<file path="config.mk">
export PLATFORM = sky130hd
export DESIGN_NAME = shot_scorer_flat
export DESIGN_NICKNAME = d
export VERILOG_FILES = /design/src/rtl/shot_scorer_if.sv /design/src/rtl/shot_scorer.sv /design/src/flat_wrapper.sv
export SDC_FILE = /design/constraint.sdc
export NUM_CORES = 1
export LEC_CHECK = 0
export BUFFER_PORTS_ARGS = -buffer_cell sky130_fd_sc_hd__buf_2
export CAP_MARGIN = 20
export CORE_MARGIN = 2
export CORE_UTILIZATION = 54
export DETAILED_ROUTE_END_ITERATION = 7
export PLACE_DENSITY = 0.79
export SYNTH_ARGS = -nofsm -noshare
export SYNTH_HDL_FRONTEND = slang
export SYNTH_SLANG_ARGS = --single-unit
</file>
<file path="constraint.sdc">
create_clock -name clk -period 6.77 [get_ports clk]
set_input_delay 0.3385 -clock clk [delete_from_list [all_inputs] [get_ports clk]]
set_output_delay 0.3385 -clock clk [all_outputs]
set_load 0.01 [all_outputs]
</file>
<file path="src/rtl/shot_scorer_if.sv">
// rtl/shot_scorer_if.sv - ball sample inputs and shot result outputs of the scorer
interface shot_scorer_if;
  logic       tick;
  logic       released;
  logic [9:0] ball_x;
  logic [9:0] ball_y;
  logic       result_valid;
  logic [1:0] result_code;
  logic       bank;
  logic [7:0] score;
  logic [7:0] attempts;
  logic       busy;

  modport master (
    output tick, released, ball_x, ball_y,
    input  result_valid, result_code, bank, score, attempts, busy
  );

  modport slave (
    input  tick, released, ball_x, ball_y,
    output result_valid, result_code, bank, score, attempts, busy
  );
endinterface

</file>
<file path="src/rtl/shot_scorer.sv">
// rtl/shot_scorer.sv - decides make/miss/timeout per shot and keeps saturating tallies
module shot_scorer #(
  parameter int HOOP_X_L    = 610,
  parameter int HOOP_X_R    = 630,
  parameter int HOOP_Y_T    = 155,
  parameter int HOOP_Y_B    = 159,
  parameter int BOARD_X_L   = 630,
  parameter int BOARD_Y_T   = 110,
  parameter int BOARD_Y_B   = 160,
  parameter int BALL_RADIUS = 4,
  parameter int FLOOR_Y     = 479,
  parameter int WALL_X      = 639,
  parameter int TIMEOUT     = 1023
) (
  input logic        clk,
  input logic        rst,
  shot_scorer_if.slave bus
);

  localparam logic [9:0]  HXL      = 10'(HOOP_X_L);
  localparam logic [9:0]  HXR      = 10'(HOOP_X_R);
  localparam logic [9:0]  HYT      = 10'(HOOP_Y_T);
  localparam logic [9:0]  RIM_LOW  = 10'(HOOP_Y_B + BALL_RADIUS);
  localparam logic [10:0] BXL      = 11'(BOARD_X_L);
  localparam logic [9:0]  BYT      = 10'(BOARD_Y_T);
  localparam logic [9:0]  BYB      = 10'(BOARD_Y_B);
  localparam logic [10:0] RAD      = 11'(BALL_RADIUS);
  localparam logic [9:0]  FLOOR    = 10'(FLOOR_Y);
  localparam logic [9:0]  WALL     = 10'(WALL_X);
  localparam logic [10:0] TMO      = 11'(TIMEOUT);

  localparam logic [1:0] CODE_MAKE = 2'b01;
  localparam logic [1:0] CODE_MISS = 2'b10;
  localparam logic [1:0] CODE_TMO  = 2'b11;

  typedef enum logic [1:0] {IDLE, FLIGHT, ABOVE, DONE} state_t;

  state_t     state, state_n;
  logic [9:0] tcnt, tcnt_n;
  logic       bank_seen, bank_seen_n;
  logic       rv_q, rv_n;
  logic [1:0] code_q, code_n;
  logic       bank_q, bank_n;
  logic [7:0] score_q, score_n;
  logic [7:0] att_q, att_n;
  logic       busy_q, busy_n;

  logic        in_span, above_rim, rim_make, tunnel_make, make;
  logic        off_court, board_hit, timeout_hit;
  logic [10:0] tcnt_inc;
  logic        decide;
  logic [1:0]  dcode;

  assign in_span     = (bus.ball_x >= HXL) && (bus.ball_x < HXR);
  assign above_rim   = bus.ball_y < HYT;
  // A fast ball may skip the rim rows between two samples; still a make if it stayed inside the span.
  assign rim_make    = in_span && (bus.ball_y >= HYT) && (bus.ball_y <= RIM_LOW);
  assign tunnel_make = in_span && (bus.ball_y > RIM_LOW);
  assign make        = rim_make || tunnel_make;
  assign off_court   = (bus.ball_y >= FLOOR) || (bus.ball_x >= WALL);
  assign board_hit   = (({1'b0, bus.ball_x} + RAD) >= BXL) &&
                       (bus.ball_y >= BYT) && (bus.ball_y <= BYB);
  assign tcnt_inc    = {1'b0, tcnt} + 11'd1;
  assign timeout_hit = tcnt_inc >= TMO;

  always_comb begin
    state_n     = state;
    tcnt_n      = tcnt;
    bank_seen_n = bank_seen;
    rv_n        = 1'b0;
    code_n      = code_q;
    bank_n      = bank_q;
    score_n     = score_q;
    att_n       = att_q;
    decide      = 1'b0;
    dcode       = 2'b00;

    case (state)
      IDLE: begin
        if (bus.tick && bus.released) begin
          state_n     = FLIGHT;
          tcnt_n      = '0;
          bank_seen_n = 1'b0;
        end
      end
      FLIGHT, ABOVE: begin
        if (!bus.released) begin
          state_n = IDLE;
        end else if (bus.tick) begin
          tcnt_n      = tcnt_inc[9:0];
          bank_seen_n = bank_seen | board_hit;
          if (state == ABOVE && make) begin
            decide = 1'b1;
            dcode  = CODE_MAKE;
          end else if (off_court) begin
            decide = 1'b1;
            dcode  = CODE_MISS;
          end else if (timeout_hit) begin
            decide = 1'b1;
            dcode  = CODE_TMO;
          end else if (state == FLIGHT && in_span && above_rim) begin
            state_n = ABOVE;
          end else if (state == ABOVE && !in_span) begin
            state_n = FLIGHT;
          end
        end
      end
      DONE: begin
        if (!bus.released) state_n = IDLE;
      end
      default: state_n = IDLE;
    endcase

    if (decide) begin
      state_n = DONE;
      rv_n    = 1'b1;
      code_n  = dcode;
      bank_n  = bank_seen | board_hit;
      att_n   = (att_q == 8'hFF) ? att_q : att_q + 8'd1;
      if (dcode == CODE_MAKE)
        score_n = (score_q == 8'hFF) ? score_q : score_q + 8'd1;
    end

    busy_n = (state_n == FLIGHT) || (state_n == ABOVE);
  end

  always_ff @(posedge clk or posedge rst) begin
    if (rst) begin
      state     <= IDLE;
      tcnt      <= '0;
      bank_seen <= 1'b0;
      rv_q      <= 1'b0;
      code_q    <= 2'b00;
      bank_q    <= 1'b0;
      score_q   <= '0;
      att_q     <= '0;
      busy_q    <= 1'b0;
    end else begin
      state     <= state_n;
      tcnt      <= tcnt_n;
      bank_seen <= bank_seen_n;
      rv_q      <= rv_n;
      code_q    <= code_n;
      bank_q    <= bank_n;
      score_q   <= score_n;
      att_q     <= att_n;
      busy_q    <= busy_n;
    end
  end

  assign bus.result_valid = rv_q;
  assign bus.result_code  = code_q;
  assign bus.bank         = bank_q;
  assign bus.score        = score_q;
  assign bus.attempts     = att_q;
  assign bus.busy         = busy_q;

endmodule
</file>
<file path="src/flat_wrapper.sv">
// flat-port wrapper written by rule: the top's interface ports become plain ports
module shot_scorer_flat 
#(
  parameter int HOOP_X_L    = 610,
  parameter int HOOP_X_R    = 630,
  parameter int HOOP_Y_T    = 155,
  parameter int HOOP_Y_B    = 159,
  parameter int BOARD_X_L   = 630,
  parameter int BOARD_Y_T   = 110,
  parameter int BOARD_Y_B   = 160,
  parameter int BALL_RADIUS = 4,
  parameter int FLOOR_Y     = 479,
  parameter int WALL_X      = 639,
  parameter int TIMEOUT     = 1023
)
  (clk, rst, bus_tick, bus_released, bus_ball_x, bus_ball_y, bus_result_valid, bus_result_code, bus_bank, bus_score, bus_attempts, bus_busy);
  shot_scorer_if bus_i ();
  input logic clk;
  input logic rst;
  input wire logic [$bits(bus_i.tick)-1:0] bus_tick;
  input wire logic [$bits(bus_i.released)-1:0] bus_released;
  input wire logic [$bits(bus_i.ball_x)-1:0] bus_ball_x;
  input wire logic [$bits(bus_i.ball_y)-1:0] bus_ball_y;
  output wire logic [$bits(bus_i.result_valid)-1:0] bus_result_valid;
  output wire logic [$bits(bus_i.result_code)-1:0] bus_result_code;
  output wire logic [$bits(bus_i.bank)-1:0] bus_bank;
  output wire logic [$bits(bus_i.score)-1:0] bus_score;
  output wire logic [$bits(bus_i.attempts)-1:0] bus_attempts;
  output wire logic [$bits(bus_i.busy)-1:0] bus_busy;
  assign bus_i.tick = bus_tick;
  assign bus_i.released = bus_released;
  assign bus_i.ball_x = bus_ball_x;
  assign bus_i.ball_y = bus_ball_y;
  assign bus_result_valid = bus_i.result_valid;
  assign bus_result_code = bus_i.result_code;
  assign bus_bank = bus_i.bank;
  assign bus_score = bus_i.score;
  assign bus_attempts = bus_i.attempts;
  assign bus_busy = bus_i.busy;
  shot_scorer #(.HOOP_X_L(HOOP_X_L), .HOOP_X_R(HOOP_X_R), .HOOP_Y_T(HOOP_Y_T), .HOOP_Y_B(HOOP_Y_B), .BOARD_X_L(BOARD_X_L), .BOARD_Y_T(BOARD_Y_T), .BOARD_Y_B(BOARD_Y_B), .BALL_RADIUS(BALL_RADIUS), .FLOOR_Y(FLOOR_Y), .WALL_X(WALL_X), .TIMEOUT(TIMEOUT)) u_core (.clk(clk), .rst(rst), .bus(bus_i));
endmodule
</file>
# Yosys cells after proc, flatten, opt, wreduce, memory -nomap -nowiden
# Cells that the tools add are included.
[word_totals]
register_bits = 34
inputBits = 24
out_inout_bits = 21
[op_classes]
addsub = 4
n_lt_le_gt_ge = 12
n_eq_ne = 11
n_mux = 32
n_bitwise = 3
n_reduce_logical = 21
[ops]
columns = ["cell", "count"]
rows = [
  ["2-to-1 mux 2 bit", 16],
  ["2-to-1 mux 10 bit", 3],
  [">= comparator 11 x 10 -> 1 bit (second input constant)", 2],
  [">= comparator 10 bit (second input constant)", 2],
  ["less-or-equal comparator 10 x 8 -> 1 bit (second input constant)", 2],
  ["case mux 10 bit (2 select lines)", 1],
  ["adder 8 x 1 -> 8 bit (second input constant)", 2],
  ["equality test 8 bit (second input constant)", 2],
  ["adder 10 x 1 -> 11 bit (second input constant)", 1],
  ["adder 10 x 3 -> 11 bit (second input constant)", 1],
  ["logical AND 1 bit", 11],
  [">= comparator 10 x 7 -> 1 bit (second input constant)", 1],
  [">= comparator 10 x 8 -> 1 bit (second input constant)", 1],
  [">= comparator 10 x 9 -> 1 bit (second input constant)", 1],
  ["greater-than comparator 10 x 8 -> 1 bit (second input constant)", 1],
  ["< comparator 10 bit (second input constant)", 1],
  ["< comparator 10 x 8 -> 1 bit (second input constant)", 1],
  ["2-to-1 mux 1 bit", 10],
  ["equality test 2 x 1 -> 1 bit (second input constant)", 3],
  ["equality test 2 bit (second input constant)", 3],
  ["case mux 2 bit (3 select lines)", 1],
  ["inequality test 2 bit (second input constant)", 2],
  ["AND reduction 4 bit", 1],
  ["logical OR 1 bit", 3],
  ["other kinds (10)", 11],
]

# Depth between registers and ports, before layout
[logic_depth]
word_depth = 15
depth_mapped = 10
ltp_nobuf = 9

# Least setup slack after synthesis
# OpenSTA, ideal clock, no wires.
[synth_path]
kind = "input port to flip-flop"
start = "in bus_ball_x[3]"
end = "reg u_core.score_q[3], in the netlist u_core.bus.score[3]"
setup_ps = 126
t_arrival_ps = 2370
required_time_ps = 6644
path_slack_ps = 4274
path_stages = 10
path_cell_list = "inv_1 -> ha_1 -> a21o_1 -> a2111o_1 -> or3b_1 -> buf_6 -> a311oi_4 -> and3_4 -> nand2_1 -> xnor2_1"
[synth_via]
elab_chain_len = 12
[synth_rtl]
columns = ["item", "line_no", "source"]
rows = [
  ["start: declaration", "flat_wrapper.sv:22", "input wire logic [$bits(bus_i.ball_x)-1:0] bus_ball_x;"],
  [">= comparator 10 bit / < comparator 10 bit (equally long branches)", "shot_scorer.sv:54", "assign in_span = (bus.ball_x >= HXL) && (bus.ball_x < HXR);"],
  ["logical AND 1 bit", "shot_scorer.sv:54", ""],
  ["logical AND 1 bit (2 in a row)", "shot_scorer.sv:57", "assign rim_make = in_span && (bus.ball_y >= HYT) && (bus.ball_y <= RIM_LOW);"],
  ["logical OR 1 bit", "shot_scorer.sv:59", "assign make = rim_make || tunnel_make;"],
  ["logical AND 1 bit", "shot_scorer.sv:92", "if (state == ABOVE && make) begin"],
  ["2-to-1 mux 2 bit", "shot_scorer.sv:92", ""],
  ["2-to-1 mux 2 bit", "shot_scorer.sv:89", "end else if (bus.tick) begin"],
  ["2-to-1 mux 2 bit", "shot_scorer.sv:87", "if (!bus.released) begin"],
  ["2-to-1 mux 2 bit", "shot_scorer.sv:78", "case (state)"],
  ["equality test 2 x 1 -> 1 bit", "shot_scorer.sv:120", "if (dcode == CODE_MAKE)"],
  ["AND reduction 3 bit (no source line) (*)", "--", ""],
  ["end signal: assignment", "shot_scorer.sv:145", "score_q <= score_n;"],
  ["end: declaration", "shot_scorer.sv:44", "logic [7:0] score_q, score_n;"],
]
# Mark *: on every way between the ends. The rest lies on a longest branch, timed or not.
# A chain may end at the register's enable or synchronous reset.

# Final worst setup path
[layout_path]
start = "reg u_core.tcnt[0]"
end = "reg u_core.busy_q, in the netlist u_core.bus.busy"
[layout_via]
elab_chain_len = 11
[layout_rtl]
columns = ["item", "line_no", "source"]
rows = [
  ["start: declaration", "shot_scorer.sv:39", "logic [9:0] tcnt, tcnt_n;"],
  ["start signal: assignment", "shot_scorer.sv:140", "tcnt <= tcnt_n;"],
  ["adder 10 x 1 -> 11 bit (*)", "shot_scorer.sv:63", "assign tcnt_inc = {1'b0, tcnt} + 11'd1;"],
  [">= comparator 11 x 10 -> 1 bit (*)", "shot_scorer.sv:64", "assign timeout_hit = tcnt_inc >= TMO;"],
  ["2-to-1 mux 1 bit (*)", "shot_scorer.sv:98", "end else if (timeout_hit) begin"],
  ["2-to-1 mux 1 bit (*)", "shot_scorer.sv:95", "end else if (off_court) begin"],
  ["2-to-1 mux 1 bit (*)", "shot_scorer.sv:92", ""],
  ["2-to-1 mux 1 bit (*)", "shot_scorer.sv:89", ""],
  ["2-to-1 mux 1 bit (*)", "shot_scorer.sv:87", ""],
  ["2-to-1 mux 1 bit (*)", "shot_scorer.sv:78", ""],
  ["via u_core.decide", "shot_scorer.sv:51", "logic decide;"],
  ["2-to-1 mux 2 bit (*)", "shot_scorer.sv:114", "if (decide) begin"],
  ["via u_core.state_n[0]", "shot_scorer.sv:38", "state_t state, state_n;"],
  ["equality test 2 x 1 -> 1 bit / equality test 2 bit (equally long branches)", "shot_scorer.sv:124", "busy_n = (state_n == FLIGHT) || (state_n == ABOVE);"],
  ["logical OR 1 bit (*)", "shot_scorer.sv:124", ""],
  ["via u_core.busy_n", "shot_scorer.sv:46", "logic busy_q, busy_n;"],
  ["end signal: assignment", "shot_scorer.sv:147", "busy_q <= busy_n;"],
  ["end: declaration", "shot_scorer.sv:46", ""],
]
# The timed path passes the listed nets; every way through them passes the cells marked *.

==> results.md <==
* H-tree depth at 2
* Reg-to-Reg End: u_core.bus.busy
* FF-to-FF Start: u_core.tcnt[0]
* Skew final at 0.0102 ns
* Area contributors post-synth: dfrtp_1, ha_1, xnor2_1
* Final ANT Viol Nets at 0
* Antenna violations before repair at 0
* PD cells at 241 nW/um^2
* Vias/cell at 5.77
* Reg area at 851 um^2
* Main synth FF type: dfrtp_1
* Routed vias at 1892
* Most common cell on crit path: a21oi_1
* R2R setup slack at 3.98 ns
* Die area at 4530 um^2
* Switch share at 35.8%
* Critical path's top delay family: compound AO/OA/AOI/OAI gates
* Core area at 3910 um^2
* CTS Hold Bufs at 0
* Worst Setup EP: u_core.bus.busy
* Die Span Y at 67.3 um
* WP data required at 6.94 ns
* Synth cell types at 47
* RSZ-0062 raised after global routing: no
* Net Count, Synth at 269
* Tmin final at 2.79 ns
* TritonCTS Buffers at 5
* WL/cell at 13.6 um
* N_diodes at 0
* DR iter-0 viols at 60
* YS warnings at 0
* Util after Layout at 63.3%
* First-pass GRT wire length at 7250 um
* CP Launch Type: flip-flop
* Slowest-stage cell, CP: a21oi_1
* Synth-to-layout area growth at 14.5%
* Initial Util at 55.3%
* Final instance area at 2480 um^2
* Outcome: complete, no violations
* Die X at 67.3 um
* Combinational Power Share at 31.9%
* Highest Clock Rate at 359 MHz
* Sequential Power Share at 44.5%
* Placed cell areas at 2400 um^2
* CP Class: flip-flop to flip-flop
* Buf+Inv Stages, Crit Path at 0
* Psw at 0.214 mW
* Clock latency on the worst-skew pair at 0.29 ns
* Resized cells post-CTS at 0
* Pleak at 1.18 nW
* Cells after Synth at 233
* CTS Buffer Depth at 2
* # IOs at 45
* Final wirelength at 4460 um
* Multi-input gate area at 1220 um^2
* All-Layer GR Usage at 21.0%
* Post-synth EDFFs at 0
* Dpl hpwl at 3240 um
* Largest net degree at the start of global routing at 35
* # setup viols final at 0
* CTS tree: yes
* Slew Limit Fails at 0
* NumNets Final at 314
* RD Place Congestion at 0.839
* Crit-path cells: nand2_1 > nor4_2 > mux2_2 > a21oi_1 > a21oi_1 > a311o_1 > xor2_1
* DRC viols at 0
* Clock network fraction of design power at 23.6%
* Rel. slew slack at 46.1%
* Pint at 0.383 mW
* Reg2reg path depth at 7
* Mapped Area at 2160 um^2
* Worst-margin pin slew at 0.807 ns
* Crit Path Max Fanout at 8
* Crit path depth at 7
* CTS clk-pin slew, worst paths at 0.07 ns
* Number of port buffers at 44
* Post-synth top area share at 39.3%
* Endpoint type of the worst setup path: flip-flop
* CP peak stage delay at 0.54 ns
* Share of cells above drive strength 1 at 23.7%
* Critical Path Start: u_core.tcnt[0]
* Vias in the first global route at 1656
* Peak VDD IR at 191 uV
* GR Overflow Total at 0
* Sequential area share after synthesis at 39.3%
* Crit path DAT at 2.96 ns
* Fin. Hold Viols at 0
* Most common cell in the netlist: dfrtp_1
* Worst hold-check path type: input port to async pin
* Sink Count at 34
* Largest area contributor in the netlist: dfrtp_1
* # fillers at 341
* Syn avg cell area at 9.29 um^2
* Final period utilization at 41.2%
* # rows at 23
* Async SR Flop Fraction at 100%
* Post-CTS setup buffers at 0
* Max Cap Viol at 0
* DR pass1 iterations at 4
* Buffer type at the clock tree root: clkbuf_8
* Setup TNS at 0 ns
* Synth Register Bits at 34
* Synth cell count leaders: dfrtp_1, nand2_1, o21ai_0
## worst reg2reg max path, cell delays in order, from the launching register on
cell and delay [ns]:
dfrtp_1 0.45, nand2_1 0.12, nor4_2 0.39, mux2_2 0.39
a21oi_1 0.54, a21oi_1 0.25, a311o_1 0.37, xor2_1 0.16
## power groups by stage
| stage | clock (mW) | combinational, mW | sequential, mW |
|---|---|---|---|
| floorplan | 0 | 0.127 | 0.273 |
| global placement | 0 | 0.186 | 0.267 |
| detailed placement | 0 | 0.191 | 0.269 |
| CTS | 0.146 | 0.193 | 0.266 |
| global route | 0.152 | 0.217 | 0.271 |
| finish | 0.141 | 0.191 | 0.266 |
## layout by cell type (no fill, tap or decap), drive strengths merged, types with 2 or more instances in the layout
cell	synthesis	final
a21o	4	4
a21oi	12	12
a22o	2	2
a31o	2	2
a31oi	5	5
and3	11	11
buf	1	45
clkbuf	6	5
clkinv	0	2
dfrtp	34	34
ha	12	12
inv	9	9
mux2	3	3
nand2	27	27
nand3	9	9
nand4	10	10
nor2	16	16
nor3	3	3
nor3b	3	3
nor4	3	3
o211ai	4	4
o21ai	18	18
o31ai	4	4
xnor2	13	13
xor2	4	4
## worst min-delay path by stage
stage                              to  depth (start not counted)
5_1_grt                u_core.tcnt[2]                          3
4_1_cts                u_core.tcnt[2]                          3
6_report               u_core.tcnt[2]                          3
3_3_place_gp   u_core.bus.attempts[3]                          3
2_1_floorplan          u_core.tcnt[8]                          1
3_5_place_dp   u_core.bus.attempts[3]                          3
## layout make-up
| cell class | instances | share of cell area, % |
|---|---|---|
| clock buffer | 5 | 2.78 |
| tap | 50 | 2.52 |
| multi-input combinational | 183 | 49.4 |
| timing repair buffer | 45 | 9.19 |
| inverter | 9 | 1.36 |
| sequential | 34 | 34.3 |
| clock inverter | 2 | 0.404 |
## logic make-up (layout without fill, tap and decap cells)
family | count (synthesis) | after routing | share of synthesized area, %
simple gates | 89 | 89 | 21.6
compound gates | 61 | 61 | 19.2
flops | 34 | 34 | 39.3
xor+xnor | 17 | 17 | 6.88
buf+inv | 16 | 61 | 4.10
fa+ha+maj | 12 | 12 | 6.94
mux | 4 | 4 | 2.02
## layer usage
| layer | wire length [um] | share of wire [%] | track usage [%] | vias to the layer above |
|---|---|---|---|---|
| met4 | 46 | 1.0 | 7.65 | 0 |
| met2 | 2110 | 47 | 34.7 | 47 |
| li1 | - | - | - | 944 |
| met3 | 244 | 5.5 | 4.50 | 6 |
| met5 | 0 | 0 | 0 | - |
| met1 | 2060 | 46 | 27.3 | 895 |
## through the flow
step                      hold WS (ns)  cells  power (mW)  setup WS, ns
after floorplan                  0.445    233       0.400          4.27
after global placement           0.450    321       0.453          3.93
after detailed placement         0.458    321       0.461          3.90
after CTS                        0.133    328       0.604          4.02
after global routing             0.181    328       0.640          3.84
final                            0.123    328       0.597          3.98
## sequential cells by signal (all words and copies together) (netlist names)
register                 count
u_core.bus.result_code       2
u_core.bank_seen             1
u_core.bus.bank              1
u_core.bus.attempts          8
u_core.bus.result_valid      1
u_core.tcnt                 10
u_core.state                 2
u_core.bus.score             8
u_core.bus.busy              1
(Power assumes the default switching activity.)
